**src/rtl/lcd_host_seq_if.sv**
```systemverilog
// Signal bundle between the LCD host sequencer and its surroundings: script port,
// image ROM, LCD controller command/data interface and the captured-pixel result port.
interface lcd_host_seq_if #(
    parameter int AW = 7
);
    logic [3:0]    scr_cmd;
    logic          scr_valid;
    logic          scr_ready;
    logic          img_rd;
    logic [AW-1:0] img_addr;
    logic [7:0]    img_data;
    logic [3:0]    cmd;
    logic          cmd_valid;
    logic [7:0]    datain;
    logic          busy;
    logic [7:0]    dataout;
    logic          output_valid;
    logic [7:0]    pix_out;
    logic [3:0]    pix_idx;
    logic          pix_valid;
    logic          frame_done;
    logic          err_cnt;
    logic          err_to;
    logic          err_cmd;

    modport master (
        input  scr_cmd, scr_valid, img_data, busy, dataout, output_valid,
        output scr_ready, img_rd, img_addr, cmd, cmd_valid, datain,
               pix_out, pix_idx, pix_valid, frame_done, err_cnt, err_to, err_cmd
    );

    modport slave (
        output scr_cmd, scr_valid, img_data, busy, dataout, output_valid,
        input  scr_ready, img_rd, img_addr, cmd, cmd_valid, datain,
               pix_out, pix_idx, pix_valid, frame_done, err_cnt, err_to, err_cmd
    );
endinterface

```
**src/rtl/lcd_host_seq.sv**
```systemverilog
// Host-side command sequencer for the LCD controller: issues script commands, streams the
// image ROM on LOAD, and captures each display burst with count and timeout checking.
module lcd_host_seq #(
    parameter int IMG_PIX  = 108,
    parameter int DISP_PIX = 16,
    parameter int AW       = 7,
    parameter int TIMEOUT  = 512
) (
    input  logic           clk,
    input  logic           reset,
    lcd_host_seq_if.master bus
);
    typedef enum logic [2:0] {
        S_IDLE,
        S_ISSUE,
        S_LOAD,
        S_WAIT,
        S_DRAIN
    } state_t;

    localparam int LW = $clog2(IMG_PIX + 1);
    localparam int TW = $clog2(TIMEOUT + 1);

    localparam logic [3:0]    CMD_LOAD = 4'd0;
    localparam logic [3:0]    CMD_MAX  = 4'd8;
    localparam logic [LW-1:0] LD_LAST  = LW'(IMG_PIX);
    localparam logic [TW-1:0] TO_LIM   = TW'(TIMEOUT);
    localparam logic [4:0]    CNT_EXP  = 5'(DISP_PIX);
    localparam logic [4:0]    CNT_SAT  = 5'd31;

    state_t        r_state;
    state_t        w_next;
    logic [3:0]    r_cmd;
    logic [LW-1:0] r_ld;
    logic [TW-1:0] r_tmo;
    logic          r_first;
    logic [4:0]    r_cnt;
    logic [7:0]    r_cap;
    logic [3:0]    r_cap_idx;
    logic          r_cap_v;
    logic          r_err_cnt;
    logic          r_err_to;
    logic          r_err_cmd;

    logic w_ready;
    logic w_accept;
    logic w_bad;
    logic w_tmo;

    // Reset is folded in so the script port reads not-ready during the reset cycle itself.
    assign w_ready  = reset && (r_state == S_IDLE) && !bus.busy;
    assign w_accept = w_ready && bus.scr_valid && (bus.scr_cmd <= CMD_MAX);
    assign w_bad    = w_ready && bus.scr_valid && (bus.scr_cmd >  CMD_MAX);
    assign w_tmo    = ((r_state == S_LOAD) || (r_state == S_WAIT)) && (r_tmo == TO_LIM);

    always_ff @(posedge clk) begin
        if (!reset) r_state <= S_IDLE;
        else        r_state <= w_next;
    end

    // NOTE: every output of this block gets a default first, so no path can infer a latch.
    always_comb begin
        w_next         = r_state;
        bus.scr_ready  = w_ready;
        bus.cmd_valid  = 1'b0;
        bus.cmd        = 4'd0;
        bus.img_rd     = 1'b0;
        bus.img_addr   = '0;
        bus.datain     = 8'd0;
        bus.frame_done = 1'b0;
        case (r_state)
            S_IDLE: begin
                if (w_accept) w_next = S_ISSUE;
            end
            S_ISSUE: begin
                bus.cmd_valid = 1'b1;
                bus.cmd       = r_cmd;
                if (r_cmd == CMD_LOAD) begin
                    bus.img_rd = 1'b1;
                    w_next     = S_LOAD;
                end else begin
                    w_next     = S_WAIT;
                end
            end
            S_LOAD: begin
                // ROM is one cycle ahead: address k is presented while pixel k-1 is on datain.
                bus.datain = bus.img_data;
                if (r_ld != LD_LAST) begin
                    bus.img_rd   = 1'b1;
                    bus.img_addr = AW'(r_ld);
                end
                if (w_tmo)                 w_next = S_IDLE;
                else if (r_ld == LD_LAST)  w_next = S_WAIT;
            end
            S_WAIT: begin
                // r_first masks the cycle before the controller has had a chance to raise busy.
                if (w_tmo)                         w_next = S_IDLE;
                else if (!r_first && !bus.busy)    w_next = S_DRAIN;
            end
            S_DRAIN: begin
                bus.frame_done = 1'b1;
                w_next         = S_IDLE;
            end
            default: w_next = S_IDLE;
        endcase
    end

    // NOTE: state registers use non-blocking assignments so every reader sees pre-edge values.
    always_ff @(posedge clk) begin
        if (!reset) begin
            r_cmd     <= 4'd0;
            r_ld      <= '0;
            r_tmo     <= '0;
            r_first   <= 1'b0;
            r_cnt     <= 5'd0;
            r_cap     <= 8'd0;
            r_cap_idx <= 4'd0;
            r_cap_v   <= 1'b0;
            r_err_cnt <= 1'b0;
            r_err_to  <= 1'b0;
            r_err_cmd <= 1'b0;
        end else begin
            r_first <= (r_state != S_WAIT);
            r_cap_v <= 1'b0;
            if (w_accept) r_cmd     <= bus.scr_cmd;
            if (w_bad)    r_err_cmd <= 1'b1;
            if (w_tmo)    r_err_to  <= 1'b1;
            case (r_state)
                S_ISSUE: begin
                    r_ld  <= LW'(1);
                    r_tmo <= TW'(1);
                    r_cnt <= 5'd0;
                end
                S_LOAD: begin
                    r_ld  <= r_ld + 1'b1;
                    r_tmo <= r_tmo + 1'b1;
                end
                S_WAIT: begin
                    r_tmo <= r_tmo + 1'b1;
                    if (bus.output_valid) begin
                        r_cap     <= bus.dataout;
                        r_cap_idx <= r_cnt[3:0];
                        r_cap_v   <= 1'b1;
                        if (r_cnt != CNT_SAT) r_cnt <= r_cnt + 1'b1;
                    end
                end
                S_DRAIN: begin
                    if (r_cnt != CNT_EXP) r_err_cnt <= 1'b1;
                    r_cnt <= 5'd0;
                end
                default: ;
            endcase
        end
    end

    assign bus.pix_out   = r_cap;
    assign bus.pix_idx   = r_cap_idx;
    assign bus.pix_valid = r_cap_v;
    assign bus.err_cnt   = r_err_cnt;
    assign bus.err_to    = r_err_to;
    assign bus.err_cmd   = r_err_cmd;
endmodule
```
**src/flat_wrapper.sv**
```systemverilog
// flat-port wrapper written by rule: the top's interface ports become plain ports
module lcd_host_seq_flat 
#(
    parameter int IMG_PIX  = 108,
    parameter int DISP_PIX = 16,
    parameter int AW       = 7,
    parameter int TIMEOUT  = 512
)
  (clk, reset, bus_scr_cmd, bus_scr_valid, bus_img_data, bus_busy, bus_dataout, bus_output_valid, bus_scr_ready, bus_img_rd, bus_img_addr, bus_cmd, bus_cmd_valid, bus_datain, bus_pix_out, bus_pix_idx, bus_pix_valid, bus_frame_done, bus_err_cnt, bus_err_to, bus_err_cmd);
  lcd_host_seq_if #(.AW(AW)) bus_i ();
  input  logic clk;
  input  logic reset;
  input wire logic [$bits(bus_i.scr_cmd)-1:0] bus_scr_cmd;
  input wire logic [$bits(bus_i.scr_valid)-1:0] bus_scr_valid;
  input wire logic [$bits(bus_i.img_data)-1:0] bus_img_data;
  input wire logic [$bits(bus_i.busy)-1:0] bus_busy;
  input wire logic [$bits(bus_i.dataout)-1:0] bus_dataout;
  input wire logic [$bits(bus_i.output_valid)-1:0] bus_output_valid;
  output wire logic [$bits(bus_i.scr_ready)-1:0] bus_scr_ready;
  output wire logic [$bits(bus_i.img_rd)-1:0] bus_img_rd;
  output wire logic [$bits(bus_i.img_addr)-1:0] bus_img_addr;
  output wire logic [$bits(bus_i.cmd)-1:0] bus_cmd;
  output wire logic [$bits(bus_i.cmd_valid)-1:0] bus_cmd_valid;
  output wire logic [$bits(bus_i.datain)-1:0] bus_datain;
  output wire logic [$bits(bus_i.pix_out)-1:0] bus_pix_out;
  output wire logic [$bits(bus_i.pix_idx)-1:0] bus_pix_idx;
  output wire logic [$bits(bus_i.pix_valid)-1:0] bus_pix_valid;
  output wire logic [$bits(bus_i.frame_done)-1:0] bus_frame_done;
  output wire logic [$bits(bus_i.err_cnt)-1:0] bus_err_cnt;
  output wire logic [$bits(bus_i.err_to)-1:0] bus_err_to;
  output wire logic [$bits(bus_i.err_cmd)-1:0] bus_err_cmd;
  assign bus_i.scr_cmd = bus_scr_cmd;
  assign bus_i.scr_valid = bus_scr_valid;
  assign bus_i.img_data = bus_img_data;
  assign bus_i.busy = bus_busy;
  assign bus_i.dataout = bus_dataout;
  assign bus_i.output_valid = bus_output_valid;
  assign bus_scr_ready = bus_i.scr_ready;
  assign bus_img_rd = bus_i.img_rd;
  assign bus_img_addr = bus_i.img_addr;
  assign bus_cmd = bus_i.cmd;
  assign bus_cmd_valid = bus_i.cmd_valid;
  assign bus_datain = bus_i.datain;
  assign bus_pix_out = bus_i.pix_out;
  assign bus_pix_idx = bus_i.pix_idx;
  assign bus_pix_valid = bus_i.pix_valid;
  assign bus_frame_done = bus_i.frame_done;
  assign bus_err_cnt = bus_i.err_cnt;
  assign bus_err_to = bus_i.err_to;
  assign bus_err_cmd = bus_i.err_cmd;
  lcd_host_seq #(.IMG_PIX(IMG_PIX), .DISP_PIX(DISP_PIX), .AW(AW), .TIMEOUT(TIMEOUT)) u_core (.clk(clk), .reset(reset), .bus(bus_i));
endmodule
```
**config.mk**
```make
export PLATFORM = sky130hd
export DESIGN_NAME = lcd_host_seq_flat
export DESIGN_NICKNAME = d
export VERILOG_FILES = /design/src/rtl/lcd_host_seq_if.sv /design/src/rtl/lcd_host_seq.sv /design/src/flat_wrapper.sv
export SDC_FILE = /design/constraint.sdc
export NUM_CORES = 1
export LEC_CHECK = 0
export CAP_MARGIN = 10
export CORE_AREA = 2 2 75 77
export DETAILED_ROUTE_END_ITERATION = 7
export DIE_AREA = 0 0 77 79
export PLACE_DENSITY = 0.75
export SETUP_SLACK_MARGIN = 0.4
export SLEW_MARGIN = 25
export SYNTH_ARGS = -nofsm -noshare
export SYNTH_HDL_FRONTEND = slang
export SYNTH_SLANG_ARGS = --single-unit
```
**constraint.sdc**
```tcl
create_clock -name clk -period 5.3 [get_ports clk]
set_input_delay 1.06 -clock clk [delete_from_list [all_inputs] [get_ports clk]]
set_output_delay 1.06 -clock clk [all_outputs]
set_load 0.03 [all_outputs]
```
==> results of run 1 <==
-- power by group --
group | switching [W] | internal [W]
sequential | 0.00000621 | 0.000349
combinational | 0.0000342 | 0.0000336
clock | 0.000115 | 0.000105
total | 0.000155 | 0.000488
-- cell usage after synthesis, types with 3 or more instances --
cell       n  area, um2
a21oi_1   28      140.1
and2_1    21      131.4
and3_1     6      37.54
buf_2      4      20.02
buf_4      3      22.52
clkbuf_1   5      18.77
dfxtp_1   46      920.9
ha_1       7      87.58
inv_1      9      33.78
mux2_2     4      45.04
mux2i_1    5      50.05
nand2_1   40      150.1
nand3_1    6      30.03
nand3b_1   3      22.52
nand4_1    8      50.05
nor2_1    21      78.83
nor2b_1    8      50.05
nor3_1     3      15.01
o21a_1     4      30.03
o21ai_0    6      30.03
o21ai_1    6      30.03
-- sequential cells by signal, summed over array words and instances, names as in the netlist --
register / count
u_core.r_first: 1
u_core.bus.pix_valid: 1
u_core.r_cmd: 4
u_core.r_tmo: 10
u_core.r_ld: 7
u_core.bus.pix_out: 8
u_core.r_cnt: 5
u_core.bus.err_cmd: 1
u_core.r_state: 3
u_core.bus.err_to: 1
u_core.bus.pix_idx: 4
u_core.bus.err_cnt: 1
-- cell type report --
cell class | count | area (um2)
clock buffers | 7 | 86.33
fillers | 541 | 2260
repair buffers | 64 | 638.1
inverters | 11 | 46.29
multi-input cells | 210 | 1291
flip-flops and latches | 46 | 920.9
well taps | 72 | 90.09
clock inverters | 1 | 5.005
-- kinds of logic (layout without fill, tap and decap cells) --
logic type / Yosys count / count (layout) / synth area share [%]
AOI/OAI and AO/OA: 58 / 58 / 15.46
xor gates and xnor gates: 1 / 1 / 0.3758
adders and majority gates: 7 / 7 / 3.757
buffers and inverters: 24 / 83 / 5.099
DFF: 46 / 46 / 39.51
muxes: 11 / 11 / 5.046
and+or+nand+nor: 133 / 133 / 30.76
-- per-layer routing --
layer	track usage [%]	wire length (um)	up-vias
li1	-	-	1087
met1	20.58	2313	1001
met2	33.42	2579	61
met3	6.250	409	8
met4	6.607	58	0
met5	0	0	-
-- worst register-to-register path: cells and delay by family (launching register included) --
kind,cells,cell delay [ps]
AOI/OAI and AO/OA,1,160
and+or+nand+nor,3,1440
DFF,1,670
-- path summary, 6_finish.rpt --
kind,start,end,depth (start not counted)
min reg2reg,u_core.bus.err_to,u_core.bus.err_to,2
max reg2reg,u_core.r_state[1],u_core.r_cnt[0],4
max,reset,bus_scr_ready,4
min,u_core.bus.err_to,u_core.bus.err_to,2
-- cells in the final DEF (no fill, tap or decap), types with 2 or more instances in the layout --
master	netlist	routed
a211oi_1	2	2
a21oi_1	28	28
a31oi_1	2	2
and2_1	21	21
and3_1	6	6
clkbuf_8	0	6
clkdlybuf4s50_1	0	63
dfxtp_1	46	46
ha_1	7	7
inv_1	9	9
mux2_1	2	2
mux2_2	4	4
mux2i_1	5	5
nand2_1	40	40
nand2b_1	2	2
nand3_1	6	6
nand3b_1	3	3
nand4_1	8	8
nor2_1	21	21
nor2b_1	8	8
nor3_1	3	3
nor4_1	2	2
o21a_1	4	4
o21ai_0	6	6
o21ai_1	6	6
o41ai_1	2	2
or3_1	2	2
or3b_1	2	2
-- metrics by stage --
step	total power, W	worst slack, ps
5_1_grt	0.0006740	1358
4_1_cts	0.0006519	1472
2_1_floorplan	0.0004009	2116
6_report	0.0006433	1489
3_3_place_gp	0.0004303	1524
3_5_place_dp	0.0004319	1469
==> impl_metrics.toml, run 1 <==
[run_status]
outcome = "finished, final reports clean"

[layout]
drive_above_1_share_pct = 5.900
final_util_pct = 57.67
diodes = 0
synthToLayoutAreaGrowth_pct = 32.04
fin_area_um2 = 3078
fin_nets = 370
instances_no_fill = 411

[routing]
drt_iter0_drc = 116
viasPerCell = 5.248
post_drt_wl_per_cell_um = 13.04
drtPass1Iterations = 6
via_count = 2157
drc_errors = 0
finalWirelength_um = 5360
ant_nets = 0

[grt]
grt_antenna_before_repair = 0
grt_use_total_pct = 18.61
overflow = 0
grt_start_max_net_pins = 35
grt_pass1_vias = 2105
grt_pass1_wl_um = 9239

[floorplan]
fp.dieArea_um2 = 6083
core_um2 = 5338
rows = 27
start_util_pct = 43.67
die_w_um = 77
dieHeight_um = 79
ios = 64

[power_and_ir_drop]
p_leak_nw = 1.115
powerDensity_nw_per_um2 = 209.0
ir_worst_vdd_mv = 0.1205

[timing]
hold_violations = 0
period_needed_ps = 3811
fin_crit_sh_pct = 71.91
setup_violations = 0
grt_setup_unrepaired = "no"
clock_skew_ps = 4.541
timing.hold.ws_ps = 451.3
fmax_mhz = 262.4
tns_ps = 0
max_slew_margin_pct = 52.43
slew_viol_final = 0
tightest_slew_ps = 712.0

[worst_setup_path]
cp-end-kind = "primary output"
cp_data_required_time_ps = 4240
slowest_stage = "clkdlybuf4s50_1"
critPathArrivalTime_ps = 2750
r2r_slack_ps = 2960
max_stage_delay_ps = 690
crit_buf_inv = 3
crit_path_start_kind = "primary input"
critPathMostFrequentCell = "clkdlybuf4s50_1"
crit_type = "in -> out"
critical_path.top_delay_family = "buffers and inverters"
crit_chain = "clkdlybuf4s50_1 -> clkinv_1 -> nor3_1 -> clkdlybuf4s50_1"
worstPathMaxFanout = 10

[synth]
synth_ff_type = "dfxtp_1"
syn-num-nets = 312
netlist_area_um2 = 2331
syn_avg_cell_area_um2 = 8.325
yosysWarnings = 0
synth-async-reset-ratio_pct = 0
syn_inst = 280
ys_seq_area_share_pct = 39.51
synth.distinct_cells = 50
synth_edf_count = 0
yosys_register_bits = 46

[clock_network]
path_clk_slew_ps = 80
ctsResizeCount = 0
insertion_delay_ps = 300
hold_buffers = 0
htreeDepth = 2
numCtsBuffers = 5
cts.sinks = 46
cts_setup_buffers = 0
cts_tree = "built"
root_buffer = "clkbuf_8"
cts_buffer_depth = 2

[flow_run]
drv_cap = 0

[place]
portBuffers = 63
place_area_um2 = 2987
gp_congestion = 0.7761
dp_hpwl_um = 3898
dp.cells = 403

[min_path]
hold_path_class = "reg -> reg"
No activity file was read; power rests on OpenSTA's default activity.
==> inputs of run 2 (changes only) <==
==> constraint.sdc (replaced) <==
create_clock -name clk -period 3.6 [get_ports clk]
set_input_delay 0.72 -clock clk [delete_from_list [all_inputs] [get_ports clk]]
set_output_delay 0.72 -clock clk [all_outputs]
set_load 0.03 [all_outputs]
==> run 2 against run 1 <==
Compared with the run above: critical path depth rose by 2; non-clock buffer count rose by 1; worst setup slack got worse by 940 ps; register-to-register slack got worse by 1400 ps; combinational power rose by 52%; sequential cell count did not move; sequential share of layout area fell by 0.14 points; global-route usage fell by 0.39 points; die area did not move; final area rose by 1.1%; critical endpoint is now bus_img_addr[2].
==> impl_metrics.toml, run 2 (synthesis results as in run 1) <==
[worst_setup_path]
cp_data_required_time_ps = 2880
crit_type = "reg -> out"
worstPathMaxFanout = 8
cp-end-kind = "primary output"
max_stage_delay_ps = 670
critical_path.top_delay_family = "buffers and inverters"
critPathArrivalTime_ps = 2330
crit_buf_inv = 2
slowest_stage = "clkdlybuf4s50_1"
crit_chain = "inv_1 -> ha_1 -> and4b_1 -> a31oi_4 -> and2_1 -> clkdlybuf4s50_1"
crit_path_start_kind = "flip-flop"

[power_and_ir_drop]
ir_worst_vdd_mv = 0.2016
power_w = 0.001014
p_leak_nw = 1.152
powerDensity_nw_per_um2 = 325.6

[floorplan]
start_util_pct = 43.67
dieHeight_um = 79
die_w_um = 77
core_um2 = 5338
fp.dieArea_um2 = 6083
rows = 27
ios = 64

[routing]
drt_iter0_drc = 136
drc_errors = 0
ant_nets = 0
viasPerCell = 5.223
finalWirelength_um = 5368
post_drt_wl_per_cell_um = 13.03
via_count = 2152
drtPass1Iterations = 4

[layout]
drive_above_1_share_pct = 7.647
largest_register = "u_core.r_tmo"
largest_reg_flops = 10
final_util_pct = 58.32
layout_commonest_cell = "clkdlybuf4s50_1"
num-fill-cells = 534
instances_no_fill = 412
synthToLayoutAreaGrowth_pct = 33.55
fin_nets = 371
final_cell_mix = "clkdlybuf4s50_1 (61), dfxtp_1 (43), nand2_1 (40)"
diodes = 0

[timing]
timing.hold.ws_ps = 455.8
grt_setup_unrepaired = "no"
fmax_mhz = 328.3
tns_ps = 0
max_slew_margin_pct = 54.28
setup_violations = 0
period_needed_ps = 3046
hold_violations = 0
fin_crit_sh_pct = 84.62
clock_skew_ps = 6.258
slew_viol_final = 0
tightest_slew_ps = 684.3

[flow_run]
drv_cap = 0

[clock_network]
htreeDepth = 2
hold_buffers = 0
insertion_delay_ps = 300
path_clk_slew_ps = 90
cts_tree = "built"
numCtsBuffers = 5
cts.sinks = 46
cts_buffer_depth = 2
root_buffer = "clkbuf_8"
cts_setup_buffers = 0

[grt]
grt_use_total_pct = 18.23
grt_pass1_vias = 2078
grt_pass1_wl_um = 9156
grt_start_max_net_pins = 35
grt_antenna_before_repair = 0
overflow = 0

[place]
dp_hpwl_um = 3882
dp.cells = 404
portBuffers = 63
gp_congestion = 0.8470

[run_status]
outcome = "finished, final reports clean"

[min_path]
hold_path_class = "reg -> reg"
==> run 2: cell count changes in the layout (fill, tap and decap cells not counted), sizes merged <==
cell,change
dlymetal6s2s,+1
clkdlybuf4s50,-2
clkbuf,-2
inv,+1
buf,+2
bufinv,+1
==> run 2: per-layer routing <==
layer | global-route usage [%] | up-vias | share of wire, %
li1 | - | 1087 | -
met1 | 21.03 | 993 | 45
met2 | 32.98 | 62 | 47
met3 | 4.432 | 10 | 5.5
met4 | 6.429 | 0 | 1.6
met5 | 0 | - | 0
==> run 2: through the flow <==
stage          instance area [um2]  setup WS [ps]
3_3_place_gp                  2992          715.0
3_5_place_dp                  2992          665.9
5_1_grt                       3113          430.8
2_1_floorplan                 2331           1096
6_report                      3113          553.7
4_1_cts                       3107          429.5
==> run 2: worst paths after layout <==
check / cells after the start / startpoint / slack (ps) / to
setup reg to reg: 4 / u_core.r_state[1] / 1600 / u_core.r_cnt[0]
setup / recovery: 6 / u_core.r_ld[0] / 550 / bus_img_addr[2]
hold reg to reg: 2 / u_core.bus.pix_out[6] / 460 / u_core.bus.pix_out[6]
hold / removal: 2 / u_core.bus.pix_out[6] / 460 / u_core.bus.pix_out[6]
==> run 2: repair_timing <==
action                     in CTS  in global routing
resized for setup               2                  3
hold endpoints to repair        0                  0
setup endpoints to repair      11                 11
==> run 2: cell type report <==
class | count | area (um2) | share of cell area [%]
clock buffers | 5 | 68.82 | 2.211
clock inverters | 3 | 43.79 | 1.407
repair buffers | 65 | 645.6 | 20.74
inverters | 11 | 46.29 | 1.487
flip-flops and latches | 46 | 927.1 | 29.78
multi-input cells | 210 | 1291 | 41.48
well taps | 72 | 90.09 | 2.894
==> run 2: where the power goes <==
part / leakage, nW / internal (W) / switching, W
clock network: 0.0585 / 0.000208 / 0.000181
logic: 0.720 / 0.0000503 / 0.0000523
registers: 0.373 / 0.000514 / 0.00000858
==> run 2: worst reg2reg max path, delay by kind of cell (launching register included) <==
kind,cells,cell delay [ps]
simple gates,3,1350
flops,1,450
compound gates,1,140
